### config.mk
export PLATFORM = sky130hd
export DESIGN_NAME = goc_pwm_tx_flat
export DESIGN_NICKNAME = d
export VERILOG_FILES = /design/src/rtl/goc_pwm_tx_if.sv /design/src/rtl/goc_pwm_tx.sv /design/src/flat_wrapper.sv
export SDC_FILE = /design/constraint.sdc
export NUM_CORES = 1
export LEC_CHECK = 0
export ABC_AREA = 1
export BUFFER_PORTS_ARGS = -buffer_cell sky130_fd_sc_hd__buf_2
export CORE_MARGIN = 1
export CORE_UTILIZATION = 45
export DETAILED_ROUTE_END_ITERATION = 12
export PLACE_DENSITY_LB_ADDON = 0.25
export SYNTH_ARGS = -nofsm -noshare
export SYNTH_HDL_FRONTEND = slang
export SYNTH_SLANG_ARGS = --single-unit
### constraint.sdc
create_clock -name clk -period 3.7 [get_ports clk]
set_input_delay 0 -clock clk [delete_from_list [all_inputs] [get_ports clk]]
set_output_delay 0 -clock clk [all_outputs]
set_load 0.005 [all_outputs]
### src/rtl/goc_pwm_tx_if.sv
// Byte-stream enqueue port of the GOC transmitter: data, frame-end marker,
// valid/ready handshake.
interface goc_pwm_tx_if;
    logic [7:0] in_data;
    logic       in_last;
    logic       in_valid;
    logic       in_ready;

    modport master (output in_data, output in_last, output in_valid, input in_ready);
    modport slave  (input in_data, input in_last, input in_valid, output in_ready);
endinterface

### src/rtl/goc_pwm_tx.sv
// GOC optical programming transmitter: FWFT byte FIFO feeding an MSB-first
// serialiser with PWM or Manchester line coding and quarter-bit timing.
//
// state | meaning
// IDLE  | line at idle level, waiting for start_tx with a non-empty FIFO
// SHIFT | frame in progress, one byte in the shift register
module goc_pwm_tx #(
    parameter int SPEED_W = 22,
    parameter int DEPTH   = 16,
    parameter int AW      = 4
) (
    input  logic               clk,
    input  logic               reset,
    input  logic [SPEED_W-1:0] goc_speed,
    input  logic               goc_polarity,
    input  logic               goc_mode,
    goc_pwm_tx_if.slave        in_if,
    input  logic               start_tx,
    input  logic               abort,
    output logic               busy,
    output logic               tx_done,
    output logic               tx_err,
    output logic [AW:0]        fifo_level,
    output logic               GOC_PAD
);

    typedef enum logic {IDLE, SHIFT} state_t;

    state_t             state_q, state_d;
    logic [8:0]         mem_q [DEPTH];
    logic [AW-1:0]      wr_ptr_q, wr_ptr_d;
    logic [AW-1:0]      rd_ptr_q, rd_ptr_d;
    logic [AW:0]        level_q, level_d;
    logic [7:0]         shift_q, shift_d;
    logic               last_q, last_d;
    logic [2:0]         bit_q, bit_d;
    logic [1:0]         qtr_q, qtr_d;
    logic [SPEED_W-1:0] cnt_q, cnt_d;
    logic [SPEED_W-1:0] speed_q, speed_d;
    logic               mode_q, mode_d;
    logic               pol_q, pol_d;
    logic               done_q, done_d;
    logic               err_q, err_d;
    logic               pad_q, pad_d;
    logic               raw_d;
    logic               push, pop, flush, fifo_empty;
    logic [8:0]         head;

    // Raw level of quarter q of a bit cell carrying value b.
    function automatic logic line_code(input logic b, input logic [1:0] q, input logic m);
        if (m) return b ? ~q[1] : q[1];
        else   return b ? (q != 2'd3) : (q == 2'd0);
    endfunction

    assign head       = mem_q[rd_ptr_q];
    assign fifo_empty = (level_q == '0);
    assign in_if.in_ready = (level_q != (AW+1)'(DEPTH));
    assign push       = in_if.in_valid & in_if.in_ready & ~abort;

    always_comb begin
        state_d = state_q;
        shift_d = shift_q;
        last_d  = last_q;
        bit_d   = bit_q;
        qtr_d   = qtr_q;
        cnt_d   = cnt_q;
        speed_d = speed_q;
        mode_d  = mode_q;
        pol_d   = pol_q;
        done_d  = 1'b0;
        err_d   = 1'b0;
        pop     = 1'b0;
        flush   = 1'b0;
        case (state_q)
            IDLE: begin
                if (abort) begin
                    flush = 1'b1;
                end else if (start_tx && !fifo_empty) begin
                    state_d = SHIFT;
                    speed_d = goc_speed;
                    mode_d  = goc_mode;
                    pol_d   = goc_polarity;
                    {last_d, shift_d} = head;
                    pop     = 1'b1;
                    bit_d   = 3'd7;
                    qtr_d   = 2'd0;
                    cnt_d   = goc_speed;
                end
            end
            SHIFT: begin
                if (abort) begin
                    state_d = IDLE;
                    flush   = 1'b1;
                    done_d  = 1'b1;
                    err_d   = 1'b1;
                end else if (cnt_q != '0) begin
                    cnt_d = cnt_q - 1'b1;
                end else begin
                    cnt_d = speed_q;
                    if (qtr_q != 2'd3) begin
                        qtr_d = qtr_q + 2'd1;
                    end else begin
                        qtr_d = 2'd0;
                        if (bit_q != 3'd0) begin
                            bit_d = bit_q - 3'd1;
                        end else if (last_q) begin
                            state_d = IDLE;
                            done_d  = 1'b1;
                        end else if (!fifo_empty) begin
                            // Next byte follows with no gap cycles.
                            {last_d, shift_d} = head;
                            pop   = 1'b1;
                            bit_d = 3'd7;
                        end else begin
                            state_d = IDLE;
                            done_d  = 1'b1;
                            err_d   = 1'b1;
                        end
                    end
                end
            end
            default: state_d = IDLE;
        endcase
    end

    always_comb begin
        wr_ptr_d = wr_ptr_q;
        rd_ptr_d = rd_ptr_q;
        level_d  = level_q;
        if (flush) begin
            wr_ptr_d = '0;
            rd_ptr_d = '0;
            level_d  = '0;
        end else begin
            wr_ptr_d = wr_ptr_q + {{(AW-1){1'b0}}, push};
            rd_ptr_d = rd_ptr_q + {{(AW-1){1'b0}}, pop};
            level_d  = level_q + {{AW{1'b0}}, push} - {{AW{1'b0}}, pop};
        end
    end

    // Pad is registered from next-state values so the first quarter appears
    // in the cycle right after start_tx is accepted.
    always_comb begin
        raw_d = (state_d == SHIFT) && line_code(shift_d[bit_d], qtr_d, mode_d);
        pad_d = (state_d == SHIFT) ? (raw_d ^ pol_d) : goc_polarity;
    end

    always_ff @(posedge clk) begin
        if (push) mem_q[wr_ptr_q] <= {in_if.in_last, in_if.in_data};
    end

    always_ff @(posedge clk) begin
        if (reset) begin
            state_q  <= IDLE;
            wr_ptr_q <= '0;
            rd_ptr_q <= '0;
            level_q  <= '0;
            shift_q  <= '0;
            last_q   <= 1'b0;
            bit_q    <= '0;
            qtr_q    <= '0;
            cnt_q    <= '0;
            speed_q  <= '0;
            mode_q   <= 1'b0;
            pol_q    <= 1'b0;
            done_q   <= 1'b0;
            err_q    <= 1'b0;
            pad_q    <= goc_polarity;
        end else begin
            state_q  <= state_d;
            wr_ptr_q <= wr_ptr_d;
            rd_ptr_q <= rd_ptr_d;
            level_q  <= level_d;
            shift_q  <= shift_d;
            last_q   <= last_d;
            bit_q    <= bit_d;
            qtr_q    <= qtr_d;
            cnt_q    <= cnt_d;
            speed_q  <= speed_d;
            mode_q   <= mode_d;
            pol_q    <= pol_d;
            done_q   <= done_d;
            err_q    <= err_d;
            pad_q    <= pad_d;
        end
    end

    assign busy       = (state_q == SHIFT);
    assign tx_done    = done_q;
    assign tx_err     = err_q;
    assign fifo_level = level_q;
    assign GOC_PAD    = pad_q;

endmodule

### src/flat_wrapper.sv
// flat-port wrapper written by rule: the top's interface ports become plain ports
module goc_pwm_tx_flat 
#(
    parameter int SPEED_W = 22,
    parameter int DEPTH   = 16,
    parameter int AW      = 4
)
  (clk, reset, goc_speed, goc_polarity, goc_mode, start_tx, abort, busy, tx_done, tx_err, fifo_level, GOC_PAD, in_if_in_data, in_if_in_last, in_if_in_valid, in_if_in_ready);
  goc_pwm_tx_if in_if_i ();
  input  logic clk;
  input  logic reset;
  input  logic [SPEED_W-1:0] goc_speed;
  input  logic goc_polarity;
  input  logic goc_mode;
  input  logic start_tx;
  input  logic abort;
  output logic busy;
  output logic tx_done;
  output logic tx_err;
  output logic [AW:0] fifo_level;
  output logic GOC_PAD;
  input wire logic [$bits(in_if_i.in_data)-1:0] in_if_in_data;
  input wire logic [$bits(in_if_i.in_last)-1:0] in_if_in_last;
  input wire logic [$bits(in_if_i.in_valid)-1:0] in_if_in_valid;
  output wire logic [$bits(in_if_i.in_ready)-1:0] in_if_in_ready;
  assign in_if_i.in_data = in_if_in_data;
  assign in_if_i.in_last = in_if_in_last;
  assign in_if_i.in_valid = in_if_in_valid;
  assign in_if_in_ready = in_if_i.in_ready;
  goc_pwm_tx #(.SPEED_W(SPEED_W), .DEPTH(DEPTH), .AW(AW)) u_core (.clk(clk), .reset(reset), .goc_speed(goc_speed), .goc_polarity(goc_polarity), .goc_mode(goc_mode), .in_if(in_if_i), .start_tx(start_tx), .abort(abort), .busy(busy), .tx_done(tx_done), .tx_err(tx_err), .fifo_level(fifo_level), .GOC_PAD(GOC_PAD));
endmodule
==> results of run 1 <==
-- power by group --
group | internal (mW) | leakage, nW | switching, mW
registers | 2.85 | 1.92 | 0.173
logic | 1.11 | 2.42 | 2.22
clock network | 1.41 | 0.380 | 0.977
total | 5.37 | 4.72 | 3.37
-- repair_timing --
item	4_1_cts	5_1_grt
hold buffers	34	0
endpoints found under the hold margin	193	0
gates resized for setup	0	0
-- critical path: cells and delay by family (launching register included) --
family / cells / cell delay (ps)
simple gates: 7 / 990
fa+ha+maj: 4 / 970
compound gates: 3 / 470
flops: 1 / 360
buf+inv: 2 / 110
-- synthesized netlist by cell type (all sizes together) (2+ instances only) --
cell type	instances	area, µm²
xnor2	6	52.6
o221ai	2	17.5
inv	99	372
buf	25	140
dfxtp	77	1540
ha	15	188
o21bai	2	15.0
a211oi	2	15.0
nand4	3	25.0
nor3	8	45.0
o22ai	2	12.5
nor3b	2	15.0
o211ai	20	155
o21ai	96	480
clkbuf	31	116
nand3	107	598
a31oi	4	25.0
edfxtp	144	4320
nand2	263	1010
xor2	5	43.8
nor2	142	626
or2	3	18.8
a21oi	75	394
-- worst max path at each step --
stage and endpoint:
6_report u_core.fifo_level[4]$_SDFF_PP0_, 3_5_place_dp u_core.fifo_level[4]$_SDFF_PP0_, 3_3_place_gp u_core.fifo_level[4]$_SDFF_PP0_, 4_1_cts u_core.fifo_level[4]$_SDFF_PP0_
5_1_grt u_core.fifo_level[4]$_SDFF_PP0_, 2_1_floorplan u_core.fifo_level[4]$_SDFF_PP0_
-- area by class of cell --
| type | instances | area (µm²) |
|---|---|---|
| Clock buffer | 28 | 616 |
| Clock inverter | 15 | 174 |
| Fill cell | 2068 | 10600 |
| Inverter | 100 | 375 |
| Multi-Input combinational cell | 765 | 3820 |
| Sequential cell | 221 | 5870 |
| Tap cell | 285 | 357 |
| Timing Repair Buffer | 102 | 758 |
-- flip-flops by register name, summed over array words and instances, names as in the netlist --
signal,cells
u_core.pol_q,1
u_core.rd_ptr_q,4
u_core.tx_err,1
u_core.qtr_q,2
u_core.busy,1
u_core.wr_ptr_q,4
u_core.bit_q,3
u_core.cnt_q,22
u_core.last_q,1
u_core.mem_q,144
u_core.mode_q,1
u_core.speed_q,22
u_core.fifo_level,5
u_core.GOC_PAD,1
u_core.tx_done,1
u_core.shift_q,8
-- routing by layer --
layer	vias to the layer above	part of all wire, %
met4	0	2.0
met5	-	0
met2	158	50
li1	3984	-
met3	29	4.1
met1	3720	44
-- stage by stage --
stage / instance area [µm²] / hold slack, ps / worst slack [ps] / power [mW] / cells
after floorplan: 10300 / 98.9 / 1000 / 5.64 / 1142
after global placement: 10800 / 253 / 686 / 6.35 / 1439
after detailed placement: 10800 / 248 / 656 / 6.37 / 1439
after CTS: 12000 / 35.1 / 635 / 8.79 / 1516
after global routing: 12000 / 56.9 / 356 / 9.36 / 1516
final: 12000 / 42.4 / 658 / 8.74 / 1516
-- logic make-up after synthesis --
logic type                 count (synthesis)  synth area share [%]
adders and majority gates                 16                  2.01
muxes                                      1                0.0970
buffers and inverters                    156                  6.12
and+or+nand+nor                          529                  22.8
AOI/OAI and AO/OA                        208                  11.2
DFF                                      221                  56.9
xor gates and xnor gates                  11                 0.934
==> out/results.txt, run 1 <==
For this run, the slowest stage of the critical path takes 410 ps. Detailed placement finished with a half-perimeter wire length of 14,600 µm. In the finished design, the share of the clock period the worst path needs comes to 82.2%. The hold-critical path endpoint is u_core.qtr_q[1]$_SDFF_PP0_. The number of top-level pins was 48. The end of the worst register-to-register path was u_core.fifo_level[4]$_SDFF_PP0_. After synthesis, the mean cell area works out to 9.03 µm².

The run gives 530 ps as the worst-skew pair later-pin latency. Counting cells, the worst reg-to-reg path comes to 16. The tools report the total count of max-transition violations in the final report as 0. The most used flip-flop cell after synthesis is sky130_fd_sc_hd__edfxtp_1. The detailed router's first-iteration violation count was 537. Counting flops and latches in the post-synthesis netlist gives 221. The horizontal die dimension is 153 µm, and the aggregate routed wire length is 23,900 µm. The proportion of synthesized flip-flops having asynchronous set or reset was 0%. The tool flagged a number of max-cap violations equal to 0.

The Yosys step of the flow raised 0 warnings. Across all register-to-register paths, the minimum setup slack is 660 ps. The core region is 22,600 µm². In the final layout, the share of cells above drive strength 1 is 12.3%. Once the floorplan was initialized, standard cells occupied 45.7% of the core. The floorplan has 55 rows. The library cells used most frequently in the layout, excluding fill and tap cells, are 255 x sky130_fd_sc_hd__nand2_1, 144 x sky130_fd_sc_hd__edfxtp_1, 124 x sky130_fd_sc_hd__nor2_1. The library cell used most frequently in the layout, excluding fill and tap cells, is sky130_fd_sc_hd__nand2_1. STA classifies the critical path startpoint as a flop.

Entering global routing, the biggest net connects 81 pins. The tools report the worst flop-to-flop path startpoint as u_core.fifo_level[3]$_SDFF_PP0_. For the final core area utilization, the log shows 53.0%. The first global-routing pass estimated 38,300 µm of wire. The cell count after synthesis came out at 1,142.

The tools report the number of nets with antenna violations after detailed routing as 0. Clock skew on the completed layout was measured at 25.6 ps. The wire length per cell after detailed routing was 15.8 µm. For this run, global-route usage on met3 was measured as 2.44%.

The largest fanout on the critical path came out at 4. The routed layout has 7,891 vias. The start point of the worst hold path is reset.

In this run, CTS created clock tree buffers numbering 24. The net total in the final layout came out at 1,268. The post-CTS clock slew at the launch and capture registers of the worst setup and hold paths was 60 ps; the setup TNS after final layout was 0 ps.

The number of antenna diodes in the final layout is 0. The clock drives 221 sinks. The signal on the critical path passes through inv_1 > ha_1 > nand3b_1 > nand2_1 > nor2_1 > a21oi_1 > a21oi_1 > ha_1 > inv_1 > ha_1 > fa_1 > nand2_1 > a21oi_1 > nor2_1 > nand2_1 > nor3b_1.

Final estimated routing congestion in global placement: 0.797. Minimum period implied by the final worst setup slack: 3040 ps. The final-report setup violation count was 0; the number of hold violations in the final report was 0.

In this run the worst setup path begins at u_core.fifo_level[3]$_SDFF_PP0_. The analysis attributes to cell leakage a power of 4.72 nW. Counting along the longest clock path gives a buffer depth of 3. In this run the tightest slew margin relative to its limit is 27.5%. The run gives 50 as the number of distinct library cell variants in the gate-level netlist after synthesis. The initial antenna violation count came out at 0. Sequential elements use 56.9% of the synthesized area. In this run the power density over the cells is 731 nW/µm². Via count of the first global-routing pass: 7,484. The signed area change from the synthesized netlist to the final layout is 16.0%, and the upper clock frequency limit is 329 MHz. TritonCTS built the clock tree. The path type of the worst setup path is flop to flop. The count of flip-flops with a built-in enable after synthesis came out at 144. The total global routing overflow came out at 0. Global routing used 36.5% of the available met2 tracks. The cell area after synthesis was 10,300 µm²; the global-route met1 utilization was 26.5%. The tools report the clock tree root driver cell as sky130_fd_sc_hd__clkbuf_16.

On the critical path, the stage with the largest delay is an instance of sky130_fd_sc_hd__fa_1. The first detailed-routing pass ran for 5 iterations. Data arrives at the worst endpoint at 3440 ps. Setup repair after global routing left no endpoint under its margin. VDD sags by at most 0.000376 V. The floorplan step defined a die boundary enclosing 23,500 µm².

The transition time of the tightest slew-check pin is 1080 ps. Measured along the y axis, the die boundary spans 153 µm. The min-delay analysis places its worst path in the category input port to flop.

STA classifies the critical path endpoint as a flop. The count of buffers inserted at the top-level ports works out to 47. The number of H-tree levels came out at 1. Across every metal layer, demand over resource in global routing totals 20.5%.

The run finished with clean final reports. The post-synth net total was 1,196. The worst hold path stage count was 3; the post-CTS setup buffer count was 0. The worst path required time came out at 4100 ps. The most used routing layer is met2.

After detailed routing, the number of remaining DRC violations is 0. The via density per instance was 5.21.
No activity file was read; power rests on OpenSTA's default activity.
==> inputs of run 2 (changes only) <==
- clock period: 3.7 -> 2.93 ns (I/O delays scaled with it)
==> out/results.txt, run 2 (same netlist as run 1, synthesis figures left out) <==
The combinational fraction of design power came out at 40.5% (+2.3 points). The final estimated routing congestion in global placement was 0.839 (+5.2%). Setup repair after global routing left no endpoint under its margin. The via count came out at 7,960 (+0.87%). The largest fanout on the critical path works out to 3 (-1). Compared with the post-synthesis result, the final layout area differs by 18.1%. The logs give 1,302 (+2.7%) for the net total in the final layout and 0 (unchanged) for the final-report setup violation count. The run gives 0 (unchanged) as the max capacitance violation total. The tools report the sort of element at the end of the critical path as a flop. The most common library cell in the layout ignoring fill and taps is sky130_fd_sc_hd__nand2_1. The post-CTS clock slew at the launch and capture registers of the worst setup and hold paths was 60 ps (about the same).

The largest registers in the layout are u_core.mem_q (144), u_core.cnt_q (22), u_core.speed_q (22). For the worst max-slew margin expressed relative to the limit, the log shows 67.3% (+40 points). For the via count of the first global-routing pass, the log shows 7,673 (+2.5%).

The logs give 48 (unchanged) for the number of top-level pins and 0 (unchanged) for the number of antenna cells inserted. The detailed router's first-iteration violation count came out at 449 (-16%). For the detailed-route DRC error count, the log shows 0 (unchanged). For the overall global routing resource usage, the log shows 20.6% (+0.17 points).

The run gives 49.0 ps (-607 ps) as the worst slack after detailed placement. The number of flip-flops under the largest register name works out to 144 (unchanged). The number of iterations in the first detailed-routing pass came out at 7 (+2). The run gives 3340 ps (-760 ps) as the worst path required time. The tools report the filler cell count in the final layout as 2,034 (-1.6%).

The clock network fraction of total power came out at 25.5% (-1.8 points). The tools report the number of H-tree levels as 1 (unchanged). The run finished with clean final reports.

The final worst setup slack came out at 272 ps (-386 ps). Maximum count of clock buffers along a single path: 3 (unchanged). The share of total power in sequential cells was 34.0% (-0.6 points).

The tree is rooted in a sky130_fd_sc_hd__clkbuf_16. The largest voltage drop on the vdd net was 0.000583 V (+55%); the starting density of the core was 45.7% (unchanged). For the clock sink total, the log shows 221 (unchanged).

The kind of path behind the tightest hold check is input port to flop. The horizontal die dimension is 153 µm (unchanged), and the number of hold violations in the final report is 0 (unchanged). The fraction of power spent switching nets is 39.0% (+0.43 points), and the wire length per cell after detailed routing is 15.5 µm (-1.6%). The critical path in this run is classified as flop to flop.

Placeable core region: 22,600 µm² (unchanged). The tools report the cell internal power dissipation as 6.81 mW (+27%). The top cell types in the final layout, fill and taps aside, are 254 x sky130_fd_sc_hd__nand2_1, 144 x sky130_fd_sc_hd__edfxtp_1, 122 x sky130_fd_sc_hd__nor2_1. Count of buffers inserted at the top-level ports: 47 (unchanged). The run gives 0 (unchanged) as the number of nets with antenna violations after detailed routing. The cell area power density came out at 916 nW/µm² (+25%). Area of the die: 23,500 µm² (unchanged). TritonCTS built the clock tree.

The post-route fraction of the period consumed by the critical path was 90.7% (+8.5 points); the upper clock frequency limit was 376 MHz (+14%). The HPWL after detailed placement is 15,200 µm (+3.6%), and the aggregate routed wire length is 24,000 µm (+0.59%). Minimum period implied by the final worst setup slack: 2660 ps (-384 ps). The clock skew was 21.7 ps (-3.87 ps); the total global routing overflow was 0 (unchanged). The total count of max-transition violations in the final report came out at 0 (unchanged). The wire length of the first global-routing pass is 38,800 µm (+1.3%). The transition time of the tightest slew-check pin is 490 ps (-593 ps), and the total net switching power is 4.35 mW (+29%).

Leakage power figure: 4.87 nW (+3.2%). The arrival time of the worst setup path is 3060 ps (-380 ps). The via density per instance was 5.14 (-1.3%); the count of placed standard cells in the final layout, fillers left out was 1,550 (+2.2%). The proportion of layout cells with a drive suffix above 1 works out to 14.9% (+2.6 points). The logs give 43 (-47%) for the maximum number of pins on one net before global-route repair and 0 (unchanged) for the initial antenna violation count. Setup TNS after final layout: 0 ps (unchanged). The total clock buffers created by CTS was 24 (unchanged); the die height was 153 µm (unchanged). The number of cells after detailed placement came out at 1,471 (+2.2%). Ranked by flip-flop count, first place goes to u_core.mem_q. Worst-skew pair later-pin latency: 540 ps (about the same).

The worst setup path is launched from a flop. The run gives 55 (unchanged) as the number of placement rows.
==> run 2: cell count changes in the layout (fill, tap and decap cells not counted), moves of 2 or more <==
cell	change
sky130_fd_sc_hd__buf_4	+34
sky130_fd_sc_hd__bufinv_16	-2
sky130_fd_sc_hd__clkinv_1	+2
sky130_fd_sc_hd__nor2_1	-2
sky130_fd_sc_hd__nor2_2	+2
==> run 2: final timing paths <==
check / end / cells after the start / start / slack [ps]
worst max-delay path: u_core.fifo_level[4]$_SDFF_PP0_ / 17 / u_core.cnt_q[1]$_SDFFE_PP0P_ / 270
worst min-delay path: u_core.last_q$_SDFFE_PP0P_ / 6 / start_tx / 70
worst max register to register: u_core.fifo_level[4]$_SDFF_PP0_ / 17 / u_core.cnt_q[1]$_SDFFE_PP0P_ / 270
worst min register to register: u_core.speed_q[1]$_SDFFE_PP0P_ / 2 / u_core.speed_q[1]$_SDFFE_PP0P_ / 460
==> run 2: worst max-delay path, cell delays in order (launching register included) <==
cell and delay (ps):
sky130_fd_sc_hd__dfxtp_1 330, sky130_fd_sc_hd__inv_1 80, sky130_fd_sc_hd__ha_1 160, sky130_fd_sc_hd__nand4_1 200, sky130_fd_sc_hd__nor2_8 170, sky130_fd_sc_hd__inv_1 60
sky130_fd_sc_hd__nor2_1 120, sky130_fd_sc_hd__a21oi_1 100, sky130_fd_sc_hd__a21oi_2 180, sky130_fd_sc_hd__ha_1 150, sky130_fd_sc_hd__inv_1 40, sky130_fd_sc_hd__ha_1 200
sky130_fd_sc_hd__fa_2 360, sky130_fd_sc_hd__nand2_1 70, sky130_fd_sc_hd__a21oi_1 50, sky130_fd_sc_hd__nor2_1 110, sky130_fd_sc_hd__nand2_1 50, sky130_fd_sc_hd__nor3b_1 130
==> run 2: what timing repair did <==
action | in CTS | in global routing
buffers inserted | 0 | 1
gates resized for setup | 0 | 7
hold endpoints to repair | 193 | 0
setup endpoints to repair | 0 | 2
hold buffers | 35 | 0
==> run 2: cell type report <==
class	instances	area, µm²	area share [%]
sequential	221	5870	48.1
multi-input combinational	765	3840	31.5
timing repair buffer	136	1000	8.23
clock buffer	28	626	5.13
inverter	100	375	3.08
tap	285	357	2.93
clock inverter	15	120	0.986
==> run 2: power by group through the flow <==
stage                     Clock (mW)  Combinational [mW]  Sequential (mW)
final                           2.85                4.52             3.79
after global routing            3.02                5.13             3.82
after CTS                       2.91                4.51             3.79
after detailed placement           0                4.43             3.85
after global placement             0                4.39             3.84
after floorplan                    0                3.29             3.84
==> run 2: stage by stage <==
step                      hold slack [ps]  instance area (µm²)  utilization [%]  power, mW
after CTS                            34.1                12200             53.9       11.2
after global routing                  100                12200             54.0       12.0
after floorplan                      98.9                10300                -       7.13
after global placement                261                11100             49.0       8.24
after detailed placement              263                11100             49.0       8.28
final                                66.7                12200             54.0       11.2
==> run 2: per-layer routing <==
metal	routed length [µm]	GRT usage, %	part of all wire, %
met5	0	0	0
met4	491	5.67	2.0
met3	1060	3.12	4.4
met2	11900	36.8	50
met1	10500	25.9	44
